$ cat src/rtl/latch_ex_m_hs.sv
// EX/MEM pipeline register with a valid/ready handshake and a 2-entry skid buffer.
// Sits between the ALU stage and the data-memory stage.
//
// Ports:
//   clk, rst             rising-edge clock, synchronous active-high reset
//   flush                squash held entries and any same-cycle input
//   in_valid / in_ready  EX-side handshake (in_ready is a flop)
//   mem_to_reg .. dst    incoming EX payload fields
//   out_valid/out_ready  MEM-side handshake for the head entry
//   *_reg                head entry fields (control bits gated by out_valid)
//   branch_taken         valid head with branch and zero both set
//   stall_cnt            saturating count of cycles with out_valid & ~out_ready
module latch_ex_m_hs #(
  parameter int unsigned DATA_W = 32,
  parameter int unsigned PC_W   = 7,
  parameter int unsigned REG_W  = 5,
  parameter int unsigned CNT_W  = 16
) (
  input  logic              clk,
  input  logic              rst,
  input  logic              flush,
  input  logic              in_valid,
  output logic              in_ready,
  input  logic              mem_to_reg,
  input  logic              reg_write,
  input  logic              branch,
  input  logic              mem_write,
  input  logic              mem_read,
  input  logic [PC_W-1:0]   pc_branch,
  input  logic              zero,
  input  logic [DATA_W-1:0] alu_result,
  input  logic [DATA_W-1:0] data2,
  input  logic [REG_W-1:0]  dst,
  output logic              out_valid,
  input  logic              out_ready,
  output logic              mem_to_reg_reg,
  output logic              reg_write_reg,
  output logic              branch_reg,
  output logic              mem_write_reg,
  output logic              mem_read_reg,
  output logic [PC_W-1:0]   pc_branch_reg,
  output logic              zero_reg,
  output logic [DATA_W-1:0] alu_result_reg,
  output logic [DATA_W-1:0] data2_reg,
  output logic [REG_W-1:0]  dst_reg,
  output logic              branch_taken,
  output logic [CNT_W-1:0]  stall_cnt
);

  localparam logic [CNT_W-1:0] CNT_MAX = '1;

  typedef struct packed {
    logic              mem_to_reg;
    logic              reg_write;
    logic              branch;
    logic              mem_write;
    logic              mem_read;
    logic              zero;
    logic [PC_W-1:0]   pc_branch;
    logic [DATA_W-1:0] alu_result;
    logic [DATA_W-1:0] data2;
    logic [REG_W-1:0]  dst;
  } payload_t;

  typedef enum logic [1:0] {
    S_EMPTY = 2'd0,
    S_ONE   = 2'd1,
    S_FULL  = 2'd2
  } state_t;

  state_t   state_q, state_d;
  payload_t main_q, main_d;
  payload_t skid_q, skid_d;
  payload_t in_pay_c;
  logic     accept_c;
  logic     xfer_c;
  logic     valid_d;
  logic     ready_d;

  // Pack the incoming fields into one payload word.
  always_comb begin
    in_pay_c = '{
      mem_to_reg: mem_to_reg,
      reg_write:  reg_write,
      branch:     branch,
      mem_write:  mem_write,
      mem_read:   mem_read,
      zero:       zero,
      pc_branch:  pc_branch,
      alu_result: alu_result,
      data2:      data2,
      dst:        dst
    };
  end

  assign accept_c = in_valid & in_ready;
  assign xfer_c   = out_valid & out_ready;

  // Next-state and payload steering; flush drops both entries and the input.
  always_comb begin
    state_d = state_q;
    main_d  = main_q;
    skid_d  = skid_q;
    valid_d = 1'b0;
    ready_d = 1'b1;
    if (flush) begin
      state_d = S_EMPTY;
    end else begin
      unique case (state_q)
        S_EMPTY: begin
          if (accept_c) begin
            state_d = S_ONE;
            main_d  = in_pay_c;
          end
        end
        S_ONE: begin
          if (accept_c && xfer_c) begin
            main_d = in_pay_c;
          end else if (accept_c) begin
            state_d = S_FULL;
            skid_d  = in_pay_c;
          end else if (xfer_c) begin
            state_d = S_EMPTY;
          end
        end
        S_FULL: begin
          if (xfer_c) begin
            state_d = S_ONE;
            main_d  = skid_q;
          end
        end
        default: state_d = S_EMPTY;
      endcase
    end
    valid_d = (state_d != S_EMPTY);
    ready_d = (state_d != S_FULL);
  end

  // State, payload and handshake flops; control outputs are gated one cycle early
  // from the next-state so they are flop outputs yet never assert on a bubble.
  always_ff @(posedge clk) begin
    if (rst) begin
      state_q        <= S_EMPTY;
      main_q         <= '0;
      skid_q         <= '0;
      out_valid      <= 1'b0;
      in_ready       <= 1'b1;
      mem_to_reg_reg <= 1'b0;
      reg_write_reg  <= 1'b0;
      branch_reg     <= 1'b0;
      mem_write_reg  <= 1'b0;
      mem_read_reg   <= 1'b0;
      branch_taken   <= 1'b0;
    end else begin
      state_q        <= state_d;
      main_q         <= main_d;
      skid_q         <= skid_d;
      out_valid      <= valid_d;
      in_ready       <= ready_d;
      mem_to_reg_reg <= valid_d & main_d.mem_to_reg;
      reg_write_reg  <= valid_d & main_d.reg_write;
      branch_reg     <= valid_d & main_d.branch;
      mem_write_reg  <= valid_d & main_d.mem_write;
      mem_read_reg   <= valid_d & main_d.mem_read;
      branch_taken   <= valid_d & main_d.branch & main_d.zero;
    end
  end

  // Data outputs come straight from the head register and hold while invalid.
  assign pc_branch_reg  = main_q.pc_branch;
  assign zero_reg       = main_q.zero;
  assign alu_result_reg = main_q.alu_result;
  assign data2_reg      = main_q.data2;
  assign dst_reg        = main_q.dst;

  // Saturating back-pressure counter, cleared only by reset.
  always_ff @(posedge clk) begin
    if (rst) begin
      stall_cnt <= '0;
    end else if (out_valid && !out_ready && (stall_cnt != CNT_MAX)) begin
      stall_cnt <= stall_cnt + CNT_W'(1);
    end
  end

endmodule

$ cat config.mk
export PLATFORM = sky130hd
export DESIGN_NAME = latch_ex_m_hs
export DESIGN_NICKNAME = d
export VERILOG_FILES = /design/src/rtl/latch_ex_m_hs.sv
export SDC_FILE = /design/constraint.sdc
export NUM_CORES = 1
export LEC_CHECK = 0
export CAP_MARGIN = 20
export CORE_MARGIN = 3
export CORE_UTILIZATION = 55
export CTS_CLUSTER_DIAMETER = 120
export DETAILED_ROUTE_END_ITERATION = 8
export HOLD_SLACK_MARGIN = 0.08
export PLACE_DENSITY_LB_ADDON = 0.3
export SLEW_MARGIN = 20
export SYNTH_ARGS = -nofsm -noshare
export SYNTH_HDL_FRONTEND = slang
export SYNTH_SLANG_ARGS = --single-unit
$ cat constraint.sdc
create_clock -name clk -period 4.2 [get_ports clk]
set_input_delay 0.84 -clock clk [delete_from_list [all_inputs] [get_ports clk]]
set_output_delay 0.84 -clock clk [all_outputs]
set_load 0.03 [all_outputs]
Word-level counts from Yosys, hierarchy flattened
Index checks and enable logic that the tools add are counted.
W data, S select, Z words.
{ "classes": {"add_sub_neg": 1, "eq_ne": 7, "mux": 12, "bitwise": 10, "reduce_logical": 9} }
{ "ops": {"columns": ["op", "count"], "rows": [
  ["$mux W82", 4],
  ["$pmux W82 S3", 1],
  ["$add A16 B1 Y16 const B", 1],
  ["$ne A16 B16 Y1 const B", 1],
  ["$mux W2", 6],
  ["$and A1 B1 Y1", 8],
  ["$ne A2 B2 Y1 const B", 4],
  ["$pmux W2 S3", 1],
  ["$reduce_and A5 Y1", 1],
  ["$reduce_and A4 Y1", 1],
  ["$logic_and A1 B1 Y1", 3],
  ["$reduce_bool A3 Y1", 1],
  ["$eq A2 B1 Y1 const B", 1],
  ["$eq A2 B2 Y1 const B", 1],
  ["$logic_not A2 Y1", 1],
  ["$not A1 Y1", 2],
  ["$reduce_bool A2 Y1", 1],
  ["$logic_not A1 Y1", 1]
]} }
{ "totals": {"ff_bits": 190, "input_bits": 87, "output_inout_bits": 101, "elab_cells": 69} }

Depth between registers and ports, before layout
{ "depth": {"word_depth": 9, "mapped_depth": 8} }

Worst setup path before layout
OpenSTA, ideal clock, no wires.
{ "synth_path": {"path_type": "input to register", "from": "in in_valid", "to": "reg main_q (netlist bit alu_result_reg[24])", "setup_ns": 0.132, "arrival_ns": 2.000, "t_required_ns": 4.068, "setup_slack_ns": 2.068, "cell_stages": 7, "cell_sequence": "nand3b_1 a221o_1 buf_2 buf_6 buf_6 a221oi_2 nor3_1"} }
{ "synth_via": {"elab_chain_cells": 4, "word_cells_on_any_way": 5, "classes_between": "2 x eq/ne; 1 x bitwise; 2 x reduce/logical"} }
{ "synth_lines": {"columns": ["item", "line", "rtl"], "rows": [
  ["start: declaration", "22", "input logic in_valid,"],
  ["$and A1 B1 Y1 *", "96", "assign accept_c = in_valid & in_ready;"],
  ["$logic_and A1 B1 Y1", "117", "if (accept_c && xfer_c) begin"],
  ["$ne A2 B2 Y1 (no line)", null, null],
  ["$reduce_and A5 Y1 (no line) *", null, null],
  ["end signal: assignment", "156", "main_q <= main_d;"],
  ["end: declaration", "72", "payload_t main_q, main_d;"]
]} }
Every way passes the cells marked *; elsewhere a longest branch is shown, timed or not.
A chain may end at the register's enable or synchronous reset.

Final worst setup path
{ "layout_path": {"from": "in in_valid", "to": "reg branch_taken"} }
{ "layout_via": {"elab_chain_cells": 8, "word_cells_on_any_way": 14, "classes_between": "9 x mux; 3 x bitwise; 2 x reduce/logical"} }
{ "layout_lines": {"columns": ["item", "line", "rtl"], "rows": [
  ["$and A1 B1 Y1 *", "96", null],
  ["$mux W2 or $logic_and A1 B1 Y1 (tied branches)", "119, 117", null],
  ["$mux W2", "117", null],
  ["$pmux W2 S3", "109", "unique case (state_q)"],
  ["$mux W2", "106", "if (flush) begin"],
  ["$reduce_bool A2 Y1", "135", "valid_d = (state_d != S_EMPTY);"],
  ["$and A1 B1 Y1", "165", "branch_taken <= valid_d & main_d.branch & main_d.zero;"],
  ["$and A1 B1 Y1 *", "165", null],
  ["end signal: assignment", "165", null],
  ["end: declaration", "46", "output logic branch_taken,"]
]} }
Every way passes the cells marked *; elsewhere a longest branch is shown, timed or not. The select of a mux whose other input is x is not followed.

==> flow_summary.ini <==
[status]
outcome = completed

[sta]
whs_ns = 0.455
tightest_slew_ns = 0.761
slew_headroom_pct = 49.2
clock-skew-final_ns = 0.0108
fmax_ghz = 0.343
fin_crit_ns = 2.92
setup_viol = 0
rsz0062_at_grt = false
fin_crit_sh_pct = 69.5
drv_slew = 0
fin_tns_setup_ns = 0
finalHoldViolCount = 0

[yosys]
syn-instance-count = 955
ys_async_sr_fraction_pct = 0
synth_top_area_share_pct = 45.4
synth_seq_cells = 190
syn-num-nets = 1043
ys_top_cells_by_area = dfxtp_1 45%, buf_4 7.4%, nand2_1 7.3%, a221oi_2 5.7%, a21oi_1 5.1%
synthFlopType = dfxtp_1
synth_area_sq_mm = 0.00837
synth_seq_area_share_pct = 45.4
avgSynthCellArea_sq_um = 8.77
synth_edf_count = 0
synth_cell_types = 51
yosys_warnings = 0
yosys.area.top_type = dfxtp_1

[placement]
io_buffers = 187
place.gp.congestion = 0.839
hpwl_microns = 12000

[detailed_routing]
wl_per_cell_microns = 16.1
via_count = 6941
antenna_left = 0
drc = 0
wl_microns = 19600
viasPerCell = 5.72
drtIter0Drc = 456
firstDrtPassIters = 5

[pwr]
ir_drop_uv = 264
totalPowerFinal_w = 0.00408
power_density_mw_per_mm2 = 398
p_leak_nw = 3.50

[clock_network]
cts_made_buffers = 17
cts.path.max_buffers = 2
h-tree-depth = 4
cts-resized-gates = 0
hold_buffers = 0
cts_tree = built
clock-sinks = 190
root_buffer = clkbuf_16
path_clk_slew_ns = 0.06
post_cts_buffers = 0
insertion_delay_ns = 0.42

[critical_path]
worstSetupEndpointType = flop
critPathLaunchType = input port
worstSetupPathType = input port to flop
r2r_setup_slack_ns = 1.67
critPathMaxFanout = 56
cp.arrival_ns = 3.21
worstPathRequired_ns = 4.49

[floorplan]
core_sq_mm = 0.0147
die_h_microns = 129
dieArea_sq_mm = 0.0167
io_pins = 188
num_rows = 44
initial_core_util_pct = 57.0
die_x_microns = 129

[cells_and_area]
largest_reg_flops = 82
fillers = 1180
drive_gt1_share_pct = 10.2
diodes = 0
regArea_sq_mm = 0.00380
nets = 1105
synthToLayoutAreaGrowth_pct = 22.2
multiInputGateArea_sq_mm = 0.00357

[grt]
grt_pass1_vias = 6535
grt_overflow = 0
grt_max_degree = 89
track_usage_pct = 23.1
grt_pass1_wl_microns = 31800
antenna_found_initial = 0

[flow_run]
drv_cap = 0

[worst_hold_path]
hold_class = flop to flop
worst max-delay path, cell delays in order:
cell and delay [ns]:
clkdlybuf4s50_1 0.52, nand3b_1 0.30, a221o_4 0.67, buf_16 0.28
a221oi_1 0.44, nor3b_1 0.11
report_power, final:
group / internal (W) / switching [W] / total, W / leakage, nW
registers: 0.00187 / 0.0000396 / 0.00191 / 1.55
clock network: 0.000926 / 0.000663 / 0.00159 / 0.280
logic: 0.000255 / 0.000323 / 0.000577 / 1.67
logic make-up (layout without fill, tap and decap cells):
group	after synthesis	in the layout	share of synthesized area, %
simple gates	391	391	21.5
compound gates	208	208	20.1
flops	190	190	45.4
buf+inv	161	235	12.3
mux	4	4	0.508
fa+ha+maj	1	1	0.149
cells in the final DEF, fill, tap and decap left out, types with 3 or more instances in the layout:
master           netlist  final
nand3b_1               3      3
o31ai_1                4      4
clkbuf_16              0     17
a221oi_1              47     47
clkbuf_1              45      3
a21oi_2               10     10
nand2_1              163    163
a32o_1                 6      6
nor2_1                83     82
inv_1                  4      4
a221o_1                5      4
a221oi_2              32     31
or3_1                  5      5
nand4_1                4      4
clkbuf_8               0      3
a21oi_1               85     85
nand2b_1               3      3
a31oi_1                3      3
or4_1                  3      3
buf_12                 0      3
and3_1                 7      7
nand3_1                4      4
o21ai_0                7      7
clkdlybuf4s50_1        0    186
and2_1                 6      6
nor3_1                80     80
nor2b_1                7      7
buf_4                 82      8
nand2_2                8      8
dfxtp_1              190    190
synthesized netlist by cell type (2+ instances only):
cell type	count
a21oi_1	85
a21oi_2	10
a221o_1	5
a221oi_1	47
a221oi_2	32
a311oi_1	2
a31oi_1	3
a32o_1	6
and2_1	6
and3_1	7
and3b_1	2
and4b_1	2
buf_2	16
buf_4	82
buf_6	13
clkbuf_1	45
dfxtp_1	190
inv_1	4
mux2_2	2
mux2i_1	2
nand2_1	163
nand2_2	8
nand2b_1	3
nand3_1	4
nand3b_1	3
nand4_1	4
nor2_1	83
nor2b_1	7
nor3_1	80
nor3b_1	2
o21ai_0	7
o21bai_1	2
o31ai_1	4
or3_1	5
or4_1	3
stage by stage:
step | std cells | util [%] | setup WS (ns) | instance area, sq um
finish | 1213 | 69.6 | 1.28 | 10200
global route | 1213 | 69.6 | 1.16 | 10200
CTS | 1212 | 69.4 | 1.32 | 10200
detailed placement | 1181 | 65.4 | 0.864 | 9620
global placement | 1181 | 65.4 | 0.903 | 9620
floorplan | 955 | - | 2.07 | 8370
path summary, 6_finish.rpt:
check,startpoint,to,depth (start not counted)
setup / recovery,in_valid,branch_taken,6
hold reg to reg,skid_q[73],skid_q[73],2
hold / removal,skid_q[73],skid_q[73],2
setup reg to reg,state_q[1],branch_taken,5
layout make-up:
| cell class | count | area share, % |
|---|---|---|
| clock inverters | 8 | 1.04 |
| well taps | 184 | 2.25 |
| flip-flops and latches | 190 | 37.2 |
| multi-input cells | 604 | 34.9 |
| clock buffers | 23 | 4.67 |
| repair buffers | 199 | 19.8 |
| inverters | 5 | 0.183 |
metal layers:
metal	part of all wire, %	track usage [%]	up-vias
met5	0	0	-
met4	1.7	7.47	0
met3	6.7	5.94	28
met2	48	37.4	239
met1	44	30.3	3253
li1	-	-	3421
Power figures use the tool's default switching activity.
